===== src/rtl/alu_pkg.sv =====
`default_nettype none
// +--------------------------------------------------------------------+
// | alu_pkg: shared ALU datapath constants and divider state encoding   |
// | Revision: 1.0                                                       |
// +--------------------------------------------------------------------+
package alu_pkg;

  localparam int DIV_WIDTH = 32;

  typedef enum logic [1:0] {
    IDLE = 2'd0,
    RUN  = 2'd1,
    DONE = 2'd2
  } div_state_t;

endpackage
`default_nettype wire


===== src/rtl/alu_1_bit.sv =====
`default_nettype none
// +--------------------------------------------------------------------+
// | alu_1_bit: one-bit add/subtract slice (i_sub inverts the b operand) |
// | Revision: 1.0                                                       |
// +--------------------------------------------------------------------+
module alu_1_bit (
  input  logic i_a,
  input  logic i_b,
  input  logic i_cin,
  input  logic i_sub,
  output logic o_sum,
  output logic o_cout
);

  logic w_b;
  logic w_p;

  assign w_b    = i_b ^ i_sub;
  assign w_p    = i_a ^ w_b;
  assign o_sum  = w_p ^ i_cin;
  assign o_cout = (i_a & w_b) | (i_cin & w_p);

endmodule
`default_nettype wire


===== src/rtl/divu_32bit_div_step.sv =====
`default_nettype none
// +--------------------------------------------------------------------+
// | div_step: one restoring-division iteration (shift, trial, restore)  |
// | Revision: 1.0                                                       |
// +--------------------------------------------------------------------+
module div_step
  import alu_pkg::*;
#(
  parameter int WIDTH = DIV_WIDTH
) (
  input  logic [WIDTH-1:0] i_rem,
  input  logic             i_q_msb,
  input  logic [WIDTH-1:0] i_divisor,
  output logic [WIDTH-1:0] o_rem,
  output logic             o_q_bit
);

  logic [WIDTH:0]   w_shift;
  logic [WIDTH:0]   w_d_ext;
  logic [WIDTH:0]   w_trial;
  logic [WIDTH+1:0] w_carry;

  // Shifted remainder is kept at WIDTH+1 bits so a divisor with MSB set cannot overflow.
  assign w_shift    = {i_rem, i_q_msb};
  assign w_d_ext    = {1'b0, i_divisor};
  assign w_carry[0] = 1'b1;

  generate
    for (genvar i = 0; i <= WIDTH; i++) begin : g_slice
      alu_1_bit u_slice (
        .i_a    (w_shift[i]),
        .i_b    (w_d_ext[i]),
        .i_cin  (w_carry[i]),
        .i_sub  (1'b1),
        .o_sum  (w_trial[i]),
        .o_cout (w_carry[i+1])
      );
    end
  endgenerate

  // A non-negative trial and a no-borrow carry-out coincide for these operand ranges.
  assign o_q_bit = ~w_trial[WIDTH] & w_carry[WIDTH+1];
  assign o_rem   = o_q_bit ? w_trial[WIDTH-1:0] : w_shift[WIDTH-1:0];

endmodule
`default_nettype wire


===== src/rtl/divu_32bit.sv =====
`default_nettype none
// +--------------------------------------------------------------------+
// | divu_32bit: sequential unsigned restoring divider, one bit/clock    |
// | Revision: 1.0                                                       |
// +--------------------------------------------------------------------+
module divu_32bit
  import alu_pkg::*;
#(
  parameter int WIDTH = DIV_WIDTH
) (
  input  logic             clk,
  input  logic             reset_n,
  input  logic             start,
  input  logic [WIDTH-1:0] dividend,
  input  logic [WIDTH-1:0] divisor,
  output logic             busy,
  output logic             done,
  output logic             div_by_zero,
  output logic [WIDTH-1:0] quotient,
  output logic [WIDTH-1:0] remainder
);

  localparam int CNT_W = $clog2(WIDTH);

  div_state_t r_state;
  div_state_t w_next;

  logic [CNT_W-1:0] r_cnt;
  logic [WIDTH-1:0] r_q;
  logic [WIDTH-1:0] r_d;
  logic [WIDTH-1:0] r_r;
  logic [WIDTH-1:0] w_rem_next;
  logic [WIDTH-1:0] w_q_next;
  logic             w_q_bit;
  logic             w_last;
  logic             w_div_zero;

  div_step #(
    .WIDTH (WIDTH)
  ) u_step (
    .i_rem     (r_r),
    .i_q_msb   (r_q[WIDTH-1]),
    .i_divisor (r_d),
    .o_rem     (w_rem_next),
    .o_q_bit   (w_q_bit)
  );

  assign w_q_next   = {r_q[WIDTH-2:0], w_q_bit};
  assign w_last     = (r_cnt == CNT_W'(WIDTH - 1));
  assign w_div_zero = (divisor == '0);
  assign busy       = (r_state == RUN);
  assign done       = (r_state == DONE);

  always_ff @(posedge clk or negedge reset_n) begin
    if (!reset_n) begin
      r_state <= IDLE;
    end else begin
      r_state <= w_next;
    end
  end

  always_comb begin
    w_next = r_state;
    case (r_state)
      IDLE: begin
        if (start) begin
          w_next = w_div_zero ? DONE : RUN;
        end
      end
      RUN: begin
        if (w_last) begin
          w_next = DONE;
        end
      end
      DONE:    w_next = IDLE;
      default: w_next = IDLE;
    endcase
  end

  // Result registers only change when an operation completes, so they hold across a new start.
  always_ff @(posedge clk or negedge reset_n) begin
    if (!reset_n) begin
      r_cnt       <= '0;
      r_q         <= '0;
      r_d         <= '0;
      r_r         <= '0;
      quotient    <= '0;
      remainder   <= '0;
      div_by_zero <= 1'b0;
    end else begin
      case (r_state)
        IDLE: begin
          if (start) begin
            if (w_div_zero) begin
              quotient    <= '1;
              remainder   <= dividend;
              div_by_zero <= 1'b1;
            end else begin
              r_q   <= dividend;
              r_d   <= divisor;
              r_r   <= '0;
              r_cnt <= '0;
            end
          end
        end
        RUN: begin
          r_q   <= w_q_next;
          r_r   <= w_rem_next;
          r_cnt <= r_cnt + 1'b1;
          if (w_last) begin
            quotient    <= w_q_next;
            remainder   <= w_rem_next;
            div_by_zero <= 1'b0;
          end
        end
        default: ;
      endcase
    end
  end

endmodule
`default_nettype wire


===== config.mk =====
export PLATFORM = sky130hd
export DESIGN_NAME = divu_32bit
export DESIGN_NICKNAME = d
export VERILOG_FILES = /design/src/rtl/alu_pkg.sv /design/src/rtl/alu_1_bit.sv /design/src/rtl/divu_32bit_div_step.sv /design/src/rtl/divu_32bit.sv
export SDC_FILE = /design/constraint.sdc
export NUM_CORES = 1
export LEC_CHECK = 0
export CAP_MARGIN = 20
export CORE_MARGIN = 1.5
export CORE_UTILIZATION = 35
export CTS_CLUSTER_DIAMETER = 80
export DETAILED_ROUTE_END_ITERATION = 12
export GPL_TIMING_DRIVEN = 0
export PLACE_DENSITY = 0.57
export SYNTH_ARGS = -nofsm -noshare
export SYNTH_HDL_FRONTEND = slang
export SYNTH_SLANG_ARGS = --single-unit

===== constraint.sdc =====
create_clock -name clk -period 17.97 [get_ports clk]
set_input_delay 4.4925 -clock clk [delete_from_list [all_inputs] [get_ports clk]]
set_output_delay 4.4925 -clock clk [all_outputs]
set_load 0.1 [all_outputs]

After elaboration in Yosys (flattened, before gate mapping):

Index checks and enable logic that the tools add are counted.

* bits in registers: 168
* input bits: 67
* output and inout port bits: 67
* logic and storage cells: 247

* add/sub/neg operators: 1
* equality and inequality tests: 7
* multiplexer cells: 26
* bitwise operators: 198
* reduce and logical (&&, ||, !) cells: 7

Operator list (count)
* $mux W32: 11
* $pmux W32 S2: 4
* $and A1 B1 Y1: 65
* $xor A1 B1 Y1: 64
* $not A1 Y1: 36
* $or A1 B1 Y1: 33
* $logic_not A32 Y1: 1
* $mux W5: 2
* $pmux W5 S2: 1
* $mux W2: 3
* $ne A2 B2 Y1 const B: 3
* $reduce_and A3 Y1: 2
* $add A5 B1 Y5 const B: 1
* $eq A5 B5 Y1 const B: 1
* $pmux W2 S2: 1
* $reduce_and A4 Y1: 1
* $mux W1: 3
* $eq A2 B1 Y1 const B: 1
* $eq A2 B2 Y1 const B: 1
* $logic_not A2 Y1: 1
* $ne A2 B1 Y1 const B: 1
* $pmux W1 S2: 1
* $reduce_and A2 Y1: 1
* $reduce_bool A2 Y1: 1

Depth between registers and ports, before layout:

Gate-level depths: netlist of the first run.

* depth in word-level cells: 71
* mapped depth: 42
* mapped depth without buffers: 41

Modules after synthesis:

A second synthesis of the first run with hierarchy kept.

* cells, all modules: 776
* area, all modules: 8669.6 um^2

Modules (own cells, without submodules)
* divu_32bit: instances 1, cells an instance 538, area an instance 6685.2 um^2, seq. area each 4204.0 um^2
* alu_1_bit: instances 33, cells an instance 6, area an instance 43.8 um^2, seq. area each 0.0 um^2
* div_step: instances 1, cells an instance 40, area an instance 539.3 um^2, seq. area each 0.0 um^2

Least setup slack after synthesis of the first run:

Ideal clock, no wire load.

* path kind: register to register
* start: reg r_q[31]
* end: reg remainder[22]
* library setup time: 129 ps
* arrival: 15562 ps
* required time: 17841 ps
* path slack: 2279 ps
* stages on the path, launching flop included: 43
* buffers on the path: 1
* period minus slack after synthesis: 15691 ps
* cell sequence: dfrtp_1 > inv_1 > ha_1 > inv_1 > fa_1 > fa_1 > fa_1 > fa_1 > fa_1 > fa_1 > fa_1 > fa_1 > fa_1 > fa_1 > fa_1 > fa_1 > fa_1 > fa_1 > [7 not listed] > fa_1 > fa_1 > fa_1 > fa_1 > fa_1 > fa_1 > fa_1 > fa_1 > inv_1 > fa_1 > inv_1 > fa_1 > xnor2_2 > buf_6 > mux2i_1 > nor2_1 > a21oi_1 > o21ai_0

* cells in the longest elaborated chain, start to end: 70
* elaborated cells between the ends (all ways): 74
* those cells by class: mux (3); bitwise (71)

RTL lines
* from (decl): RTL line divu_32bit.sv:29 `logic [WIDTH-1:0] r_q;`
* from (signal assigned): RTL line divu_32bit.sv:99 `r_q <= dividend;`
* from (signal assigned): RTL line divu_32bit.sv:107 `r_q <= w_q_next;`
* $and A1 B1 Y1 / $xor A1 B1 Y1 (equally long branches): RTL line alu_1_bit.sv:21, alu_1_bit.sv:19
* $or A1 B1 Y1 *: RTL line alu_1_bit.sv:21 `assign o_cout = (i_a & w_b) | (i_cin & w_p);`
* $and A1 B1 Y1 *: RTL line alu_1_bit.sv:21
* $or A1 B1 Y1 *: RTL line alu_1_bit.sv:21
* $and A1 B1 Y1 *: RTL line alu_1_bit.sv:21
* $or A1 B1 Y1 *: RTL line alu_1_bit.sv:21
* $and A1 B1 Y1 *: RTL line alu_1_bit.sv:21
* $or A1 B1 Y1 *: RTL line alu_1_bit.sv:21
* [54 not listed]
* $and A1 B1 Y1: RTL line alu_1_bit.sv:21
* $or A1 B1 Y1: RTL line alu_1_bit.sv:21
* $and A1 B1 Y1 / $xor A1 B1 Y1 (equally long branches): RTL line alu_1_bit.sv:21, alu_1_bit.sv:20
* $or A1 B1 Y1 / $not A1 Y1 (equally long branches): RTL line alu_1_bit.sv:21, divu_32bit_div_step.sv:42
* $and A1 B1 Y1: RTL line divu_32bit_div_step.sv:42 `assign o_q_bit = ~w_trial[WIDTH] & w_carry[WIDTH+1];`
* $mux W32 *: RTL line divu_32bit_div_step.sv:43 `assign o_rem = o_q_bit ? w_trial[WIDTH-1:0] : w_shift[WIDTH-1:0];`
* $mux W32 *: RTL line divu_32bit.sv:110 `if (w_last) begin`
* $pmux W32 S2 *: RTL line divu_32bit.sv:91 `case (r_state)`
* to (signal assigned): RTL line divu_32bit.sv:96 `remainder <= dividend;`
* to (signal assigned): RTL line divu_32bit.sv:112 `remainder <= w_rem_next;`
* to (decl): RTL line divu_32bit.sv:20 `output logic [WIDTH-1:0] remainder`

Mark *: on every way between the ends. The rest lies on a longest branch, timed or not. The select of a mux whose other input is x is not followed.
A chain may end at the register's enable or synchronous reset.

Final worst setup path of the first run:

* start: reg r_q[31]
* end: reg remainder[12]

* cells in the longest elaborated chain, start to end: 70
* elaborated cells between the ends (all ways): 74
* those cells by class: mux (3); bitwise (71)

RTL lines (RTL line)
* $and A1 B1 Y1 / $xor A1 B1 Y1 (equally long branches): alu_1_bit.sv:21, alu_1_bit.sv:19
* $or A1 B1 Y1 *: alu_1_bit.sv:21
* $and A1 B1 Y1 *: alu_1_bit.sv:21
* $or A1 B1 Y1 *: alu_1_bit.sv:21
* $and A1 B1 Y1 *: alu_1_bit.sv:21
* $or A1 B1 Y1 *: alu_1_bit.sv:21
* $and A1 B1 Y1 *: alu_1_bit.sv:21
* $or A1 B1 Y1 *: alu_1_bit.sv:21
* [54 not listed]
* $and A1 B1 Y1: alu_1_bit.sv:21
* $or A1 B1 Y1: alu_1_bit.sv:21
* $and A1 B1 Y1 / $xor A1 B1 Y1 (equally long branches): alu_1_bit.sv:21, alu_1_bit.sv:20
* $or A1 B1 Y1 / $not A1 Y1 (equally long branches): alu_1_bit.sv:21, divu_32bit_div_step.sv:42
* $and A1 B1 Y1: divu_32bit_div_step.sv:42
* $mux W32 *: divu_32bit_div_step.sv:43
* $mux W32 *: divu_32bit.sv:110
* $pmux W32 S2 *: divu_32bit.sv:91

Marks and branches as above.

==> results.py, run 1 <==
metrics = {
    "status": {
        "status": "finished, final reports clean",
    },
    "worst_setup_path": {
        "path_buf_inv": 5,
        "worst_path_max_delay_cell": "xnor2_2",
        "arrival_ns": 16.88,
        "cp_max_fo": 10,
        "worstSetupEndpointType": "flip-flop",
        "worstSetupStartpointType": "flip-flop",
        "cp_slowest_stage_delay_ns": 0.62,
        "worst_ep_required_time_ns": 18.26,
        "critPathMostFrequentCell": "fa_1",
        "cp_top_family": "adder cells",
        "critical_path_class": "reg -> reg",
    },
    "synth": {
        "ys_ff_latch": 168,
        "yosys_warnings": 0,
        "synth_edf_count": 0,
        "yosys.area.top_type_share_pct": 52.9,
        "syn_avg_cell_area_um2": 12.1,
        "async_flop_share_pct": 100,
        "syn_area_um2": 7950,
        "synth.net_count": 756,
        "syn_inst": 655,
        "ys.flop_type": "dfrtp_1",
        "synth_area_leaders": "dfrtp_1 (53%), fa_1 (7.8%), mux2i_1 (5.0%)",
        "ys_seq_area_share_pct": 52.9,
        "yosysTopAreaCell": "dfrtp_1",
        "yosysUniqueCellTypes": 40,
    },
    "clocking": {
        "cts_resized": 0,
        "clk_latency_ns": 0.43,
        "clock_path_buffers": 2,
        "cts_sinks": 168,
        "cts_buffers": 17,
        "post_cts_buffers": 0,
        "cts_tree": "built",
        "cts_root_buffer": "clkbuf_16",
        "holdBufCountCts": 0,
        "clkSlewWorstSetupHoldPaths_ns": 0.06,
        "cts_htree_levels": 4,
    },
    "drt": {
        "vias_per_cell": 5.18,
        "wl_per_cell_um": 19.1,
        "final_antenna_net_count": 0,
        "wirelength_um": 21000,
        "detail_route.iter0.violations": 300,
        "drc": 0,
        "first_pass_iters": 5,
        "vias": 5702,
    },
    "die": {
        "start_util_pct": 36.1,
        "rows": 54,
        "boundaryPins": 134,
        "die_w_um": 154,
        "die-area_um2": 23600,
        "die_h_um": 154,
        "core-area_um2": 22000,
    },
    "placed_design": {
        "finalWeightedCongestion": 0.801,
        "numPortBuffers": 133,
        "place_hpwl_um": 15600,
    },
    "sta": {
        "slew_viol_final": 0,
        "finalCriticalPeriod_ns": 16.59,
        "setup_viol": 0,
        "tns_ns": 0,
        "skew_ns": 0.0105,
        "fmax_ghz": 0.0603,
        "finalHoldViolations": 0,
        "relSlewSlack_pct": 30.4,
        "worst_pin_slew_ns": 1.04,
        "rsz0062_at_grt": "no",
        "post-route-period-util_pct": 92.3,
    },
    "global_route": {
        "overflow": 0,
        "grt_pass1_wl_um": 33900,
        "grt_pass1_vias": 6169,
        "antenna_found_initial": 0,
        "grt_max_degree": 86,
        "groute.usage.overall_pct": 18.7,
    },
    "final_layout": {
        "diodes": 0,
        "layout_commonest_cell": "dfrtp_1",
        "mostFrequentLayoutCells": "dfrtp_1 (168), clkdlybuf4s50_1 (132), mux2i_1 (40), o21ai_0 (38), inv_1 (36)",
        "nNetsFinal": 909,
        "drive_gt1_share_pct": 15.0,
        "syn2layout_area_growth_pct": 28.7,
    },
    "flow_run": {
        "max_cap_violations": 0,
    },
    "min_path": {
        "hold_path_class": "reg -> reg",
    },
}
==> synthesized netlist by cell type (26+ instances only) <==
master	instances
mux2i_1	40
o22a_1	31
dfrtp_1	168
a21o_1	29
inv_1	36
a21oi_1	35
nand2b_1	26
fa_1	31
o21ai_0	38
nand2_1	34
nor2_1	35
mux2_2	30
==> through the flow <==
| step | utilization, % | std cells | area [um^2] | hold WS (ns) | setup WS (ns) |
|---|---|---|---|---|---|
| after floorplan | - | 655 | 7950 | 0.464 | 2.28 |
| after global placement | 43.7 | 1068 | 9630 | 0.470 | 1.33 |
| after detailed placement | 43.9 | 1069 | 9660 | 0.476 | 1.27 |
| after CTS | 46.4 | 1101 | 10200 | 0.490 | 1.23 |
| after global routing | 46.4 | 1101 | 10200 | 0.511 | 0.743 |
| final | 46.4 | 1101 | 10200 | 0.486 | 1.38 |
==> worst reg2reg max path, delay by kind of cell, from the launching register on <==
kind | cells | cell delay (ns)
AOI/OAI and AO/OA | 2 | 0.27
buffers and inverters | 5 | 0.56
xor gates and xnor gates | 1 | 0.62
adders and majority gates | 32 | 14.34
muxes | 1 | 0.21
DFF | 1 | 0.38
and+or+nand+nor | 1 | 0.09
==> cells by family after synthesis <==
kind of cell,synth area share [%]
AOI/OAI and AO/OA,15.5
xor gates and xnor gates,0.315
adders and majority gates,8.28
buffers and inverters,5.68
DFF,52.9
muxes,10.0
and+or+nand+nor,7.31
==> metal layers <==
metal	track usage, %	vias up	part of all wire, %
li1	-	2612	-
met1	25.2	2943	46
met2	30.8	123	49
met3	2.59	24	3.3
met4	6.89	0	1.7
met5	0	-	0
==> worst paths after layout <==
check / start / to / slack [ns] / depth (start not counted)
max: r_q[31] / remainder[12] / 1.38 / 42
min in group asynchronous: reset_n / remainder[21] / 4.05 / 1
max reg2reg: r_q[31] / remainder[12] / 1.38 / 42
max in group asynchronous: reset_n / r_r[14] / 13.06 / 2
min: remainder[24] / remainder[24] / 0.49 / 2
min reg2reg: remainder[24] / remainder[24] / 0.49 / 2
==> final cells by class <==
type                    instances  area [um^2]
fillers                      2048        11800
flip-flops and latches        168         4200
multi-input cells             405         3290
repair buffers                134         1360
clock buffers                  18          439
well taps                     280          350
plain buffers                  44          304
inverters                      38          148
clock inverters                14          126
==> sequential cells by signal, summed over array words and instances, names as in the netlist <==
name	flops
quotient	32
r_d	32
r_q	32
r_r	32
remainder	32
r_cnt	5
r_state	2
div_by_zero	1
Power of run 1 is not shown: default switching activity piles up to over one toggle a cycle in this logic, so the estimate is an artifact.
==> inputs of run 2 (changes only) <==
CTS_CLUSTER_SIZE = 40   (was not set)
RECOVER_POWER = 50   (was not set)
SETUP_SLACK_MARGIN = 0.5   (was not set)
==> run 2 against run 1 <==
Against the previous run: non-clock buffer count unchanged; highest routed layer unchanged; critical path depth unchanged; global-route usage unchanged; clock-buffer cell count did not move; register-to-register slack hardly changed; the flow now finishes with violations (max-capacitance violations, max-slew violations); maximum frequency hardly changed.
==> results.py, run 2 (same netlist as run 1, synthesis figures left out) <==
metrics = {
    "clocking": {
        "clk_latency_ns": 0.43,
        "cts_resized": 0,
        "clock_path_buffers": 2,
        "cts_tree": "built",
        "cts_buffers": 17,
        "cts_htree_levels": 4,
        "holdBufCountCts": 0,
        "cts_root_buffer": "clkbuf_16",
        "clkSlewWorstSetupHoldPaths_ns": 0.07,
        "post_cts_buffers": 0,
        "cts_sinks": 168,
    },
    "final_layout": {
        "multi_input_area_um2": 3290,
        "mostFrequentLayoutCells": "dfrtp_1 (168), clkdlybuf4s50_1 (113), mux2i_1 (40), o21ai_0 (39), inv_1 (36)",
        "syn2layout_area_growth_pct": 28.0,
        "nNetsFinal": 909,
        "layout_commonest_cell": "dfrtp_1",
        "drive_gt1_share_pct": 14.4,
        "final-seq-area_um2": 4200,
        "nFillCells": 2059,
        "diodes": 0,
    },
    "die": {
        "die-area_um2": 23600,
        "die_w_um": 154,
        "rows": 54,
        "boundaryPins": 134,
        "start_util_pct": 36.1,
        "core-area_um2": 22000,
        "die_h_um": 154,
    },
    "min_path": {
        "hold_path_class": "reg -> reg",
        "whs_path_depth": 2,
    },
    "sta": {
        "relSlewSlack_pct": -199,
        "fmax_ghz": 0.0603,
        "tns_ns": 0,
        "rsz0062_at_grt": "no",
        "post-route-period-util_pct": 92.3,
        "setup_viol": 0,
        "finalCriticalPeriod_ns": 16.58,
        "skew_ns": 0.0104,
        "finalHoldViolations": 0,
        "slew_viol_final": 171,
        "worst_pin_slew_ns": 4.48,
        "setup_ws_ns": 1.39,
    },
    "global_route": {
        "overflow": 0,
        "antenna_found_initial": 0,
        "grt_max_degree": 86,
        "grt_pass1_wl_um": 33900,
        "grt_pass1_vias": 6169,
        "groute.usage.overall_pct": 18.7,
    },
    "worst_setup_path": {
        "cp_slowest_stage_delay_ns": 0.60,
        "cp_max_fo": 10,
        "critical_path_class": "reg -> reg",
        "critPathMostFrequentCell": "fa_1",
        "reg2reg_depth": 42,
        "worst_ep_required_time_ns": 18.26,
        "arrival_ns": 16.88,
        "worstSetupEndpointType": "flip-flop",
        "worstSetupStartpointType": "flip-flop",
        "worst_path_max_delay_cell": "xnor2_2",
    },
    "status": {
        "status": "finished with violations",
        "violations": "max-capacitance violations, max-slew violations",
    },
    "drt": {
        "final_antenna_net_count": 0,
        "first_pass_iters": 4,
        "vias": 5702,
        "vias_per_cell": 5.18,
        "drc": 0,
        "detail_route.iter0.violations": 268,
        "wl_per_cell_um": 19.1,
        "wirelength_um": 21000,
    },
    "placed_design": {
        "dpl_worst_slack_ns": 1.27,
        "place_hpwl_um": 15600,
        "numPortBuffers": 133,
        "finalWeightedCongestion": 0.801,
    },
    "flow_run": {
        "max_cap_violations": 2,
    },
}
[run 2: changes by cell type in the layout (fill, tap and decap cells not counted), moves of 2 or more]
| cell | delta |
|---|---|
| clkdlybuf4s50_1 | -19 |
| clkbuf_1 | +5 |
| dlygate4sd3_1 | +19 |
| buf_6 | -2 |
[run 2: cell type report]
class	count	share of cell area [%]
Sequential cell	168	41.3
Multi-Input combinational cell	405	32.4
Tap cell	280	3.45
Buffer	44	2.81
Timing Repair Buffer	134	13.1
Clock inverter	14	1.24
Inverter	38	1.42
Clock buffer	18	4.32
[run 2: final timing paths]
| path | startpoint | endpoint | slack (ns) |
|---|---|---|---|
| setup / recovery | r_q[31] | remainder[12] | 1.39 |
| hold / removal | remainder[2] | remainder[2] | 0.48 |
| setup reg to reg | r_q[31] | remainder[12] | 1.39 |
| hold reg to reg | remainder[2] | remainder[2] | 0.48 |
| max in group asynchronous | reset_n | remainder[14] | 6.49 |
| min in group asynchronous | reset_n | remainder[22] | 5.64 |
[run 2: per-layer routing]
layer,routed length [um],global-route usage [%],share of wire (%),vias to the layer above
li1,-,-,-,2612
met4,427,6.89,2.0,0
met1,9440,25.2,45,2928
met2,10300,30.8,49,137
met3,842,2.59,4.0,25
met5,0,0,0,-
[run 2: stage by stage]
step,instance area (um^2),instances,hold WS (ns),utilization [%]
6_report,10200,1101,0.479,46.2
5_1_grt,10200,1101,0.507,46.2
4_1_cts,10200,1101,0.490,46.4
3_5_place_dp,9660,1069,0.476,43.9
3_3_place_gp,9630,1068,0.470,43.7
2_1_floorplan,7950,655,0.464,-
[run 2: critical path: cells and delay by family (launching register included)]
family,cells,cell delay (ns)
DFF,1,0.38
buffers and inverters,5,0.55
xor gates and xnor gates,1,0.60
muxes,1,0.21
adders and majority gates,32,14.35
and+or+nand+nor,1,0.09
AOI/OAI and AO/OA,2,0.27
Power of run 2 is left out for the same reason.
==> inputs of run 3 (changes only) <==
PLACE_DENSITY = 0.54   (was 0.57)
==> run 3 against run 2 <==
Against the previous run: the flow still finishes with violations (max-capacitance violations, max-slew violations); cell count did not move; global-route usage rose by 0.20 points; die area is the same; critical path depth stayed put; routed wire length fell by 0.86%; core utilization rose by 0.12 points; via count down 2.4%; maximum frequency fell by 0.13%; sequential share of layout area decreased by 0.11 points; clock-buffer cell count increased by 1; largest cell class unchanged.
==> results.py, run 3 (same netlist as run 1, synthesis figures left out) <==
metrics = {
    "status": {
        "status": "finished with violations",
        "violations": "max-capacitance violations, max-slew violations",
    },
    "clocking": {
        "cts_buffers": 17,
        "clock_path_buffers": 2,
        "cts_htree_levels": 4,
        "clkSlewWorstSetupHoldPaths_ns": 0.06,
        "holdBufCountCts": 0,
        "cts_resized": 0,
        "post_cts_buffers": 0,
        "cts_sinks": 168,
        "clk_latency_ns": 0.43,
        "cts_tree": "built",
        "cts_root_buffer": "clkbuf_16",
    },
    "final_layout": {
        "nFillCells": 2058,
        "syn2layout_area_growth_pct": 28.3,
        "multi_input_area_um2": 3290,
        "drive_gt1_share_pct": 14.3,
        "nNetsFinal": 909,
        "layout_commonest_cell": "dfrtp_1",
        "fin_area_um2": 10200,
        "final-seq-area_um2": 4200,
        "diodes": 0,
        "mostFrequentLayoutCells": "dfrtp_1 (168), clkdlybuf4s50_1 (113), mux2i_1 (40), o21ai_0 (39), inv_1 (36)",
        "post-route-util_pct": 46.3,
    },
    "placed_design": {
        "place_hpwl_um": 15600,
        "postPlaceCellArea_um2": 9660,
        "numPortBuffers": 133,
        "finalWeightedCongestion": 0.804,
    },
    "sta": {
        "fmax_ghz": 0.0602,
        "skew_ns": 0.0112,
        "slew_viol_final": 171,
        "rsz0062_at_grt": "no",
        "relSlewSlack_pct": -226,
        "worst_pin_slew_ns": 4.89,
        "setup_viol": 0,
        "tns_ns": 0,
        "post-route-period-util_pct": 92.4,
        "finalHoldViolations": 0,
        "finalCriticalPeriod_ns": 16.61,
    },
    "worst_setup_path": {
        "critPathMostFrequentCell": "fa_1",
        "cp_slowest_stage_delay_ns": 0.66,
        "cp-endpoint": "remainder[13]",
        "rr_startpoint": "r_q[31]",
        "worstSetupEndpointType": "flip-flop",
        "worst_path_max_delay_cell": "xnor2_2",
        "crit_start": "r_q[31]",
        "critical_path_class": "reg -> reg",
        "cp_max_fo": 10,
        "reg2reg_slack_ns": 1.36,
        "worstSetupStartpointType": "flip-flop",
        "regToRegEndpoint": "remainder[13]",
        "worst_ep_required_time_ns": 18.27,
        "arrival_ns": 16.91,
        "reg2reg_depth": 42,
    },
    "drt": {
        "wirelength_um": 20800,
        "first_pass_iters": 4,
        "wl_per_cell_um": 18.9,
        "final_antenna_net_count": 0,
        "drc": 0,
        "vias_per_cell": 5.06,
        "detail_route.iter0.violations": 268,
        "vias": 5568,
    },
    "global_route": {
        "groute.usage.overall_pct": 18.9,
        "grt_pass1_wl_um": 34200,
        "grt_max_degree": 93,
        "grt_pass1_vias": 6145,
        "overflow": 0,
        "antenna_found_initial": 0,
    },
    "flow_run": {
        "max_cap_violations": 2,
    },
    "die": {
        "start_util_pct": 36.1,
        "die_w_um": 154,
        "die-area_um2": 23600,
        "boundaryPins": 134,
        "rows": 54,
        "die_h_um": 154,
        "core-area_um2": 22000,
    },
    "min_path": {
        "hold_path_class": "reg -> reg",
        "min_from": "remainder[27]",
    },
}
[run 3: worst min path at each step]
stage,end,slack (ns),depth (start not counted)
3_3_place_gp,remainder[6],0.47,2
5_1_grt,quotient[26],0.49,1
2_1_floorplan,r_d[15],0.46,1
4_1_cts,remainder[27],0.48,2
3_5_place_dp,remainder[27],0.47,2
6_report,remainder[27],0.48,2
[run 3: metrics by stage]
stage	setup WS [ns]	cells	hold WS (ns)
after detailed placement	1.25	1069	0.470
after global placement	1.25	1068	0.469
after CTS	1.20	1101	0.484
final	1.36	1101	0.481
after global routing	0.606	1101	0.494
after floorplan	2.28	655	0.464
[run 3: final cells by class]
type / count / area share, %
sequential: 168 / 41.2
clock buffer: 19 / 4.34
tap: 280 / 3.44
timing repair buffer: 134 / 13.0
buffer: 44 / 2.80
multi-input combinational: 405 / 32.3
inverter: 38 / 1.41
clock inverter: 13 / 1.46
[run 3: critical path: cells and delay by family (launching register included)]
| family | cells | cell delay, ns |
|---|---|---|
| xor+xnor | 1 | 0.66 |
| simple gates | 1 | 0.09 |
| fa+ha+maj | 32 | 14.29 |
| compound gates | 2 | 0.23 |
| mux | 1 | 0.25 |
| flops | 1 | 0.38 |
| buf+inv | 5 | 0.56 |
[run 3: per-layer routing]
metal,up-vias,part of all wire (%),GRT usage [%]
met5,-,0,0
met4,0,1.4,5.73
met3,20,4.0,3.18
met2,108,50,32.2
met1,2840,44,24.6
li1,2600,-,-
Power of run 3 is left out for the same reason.
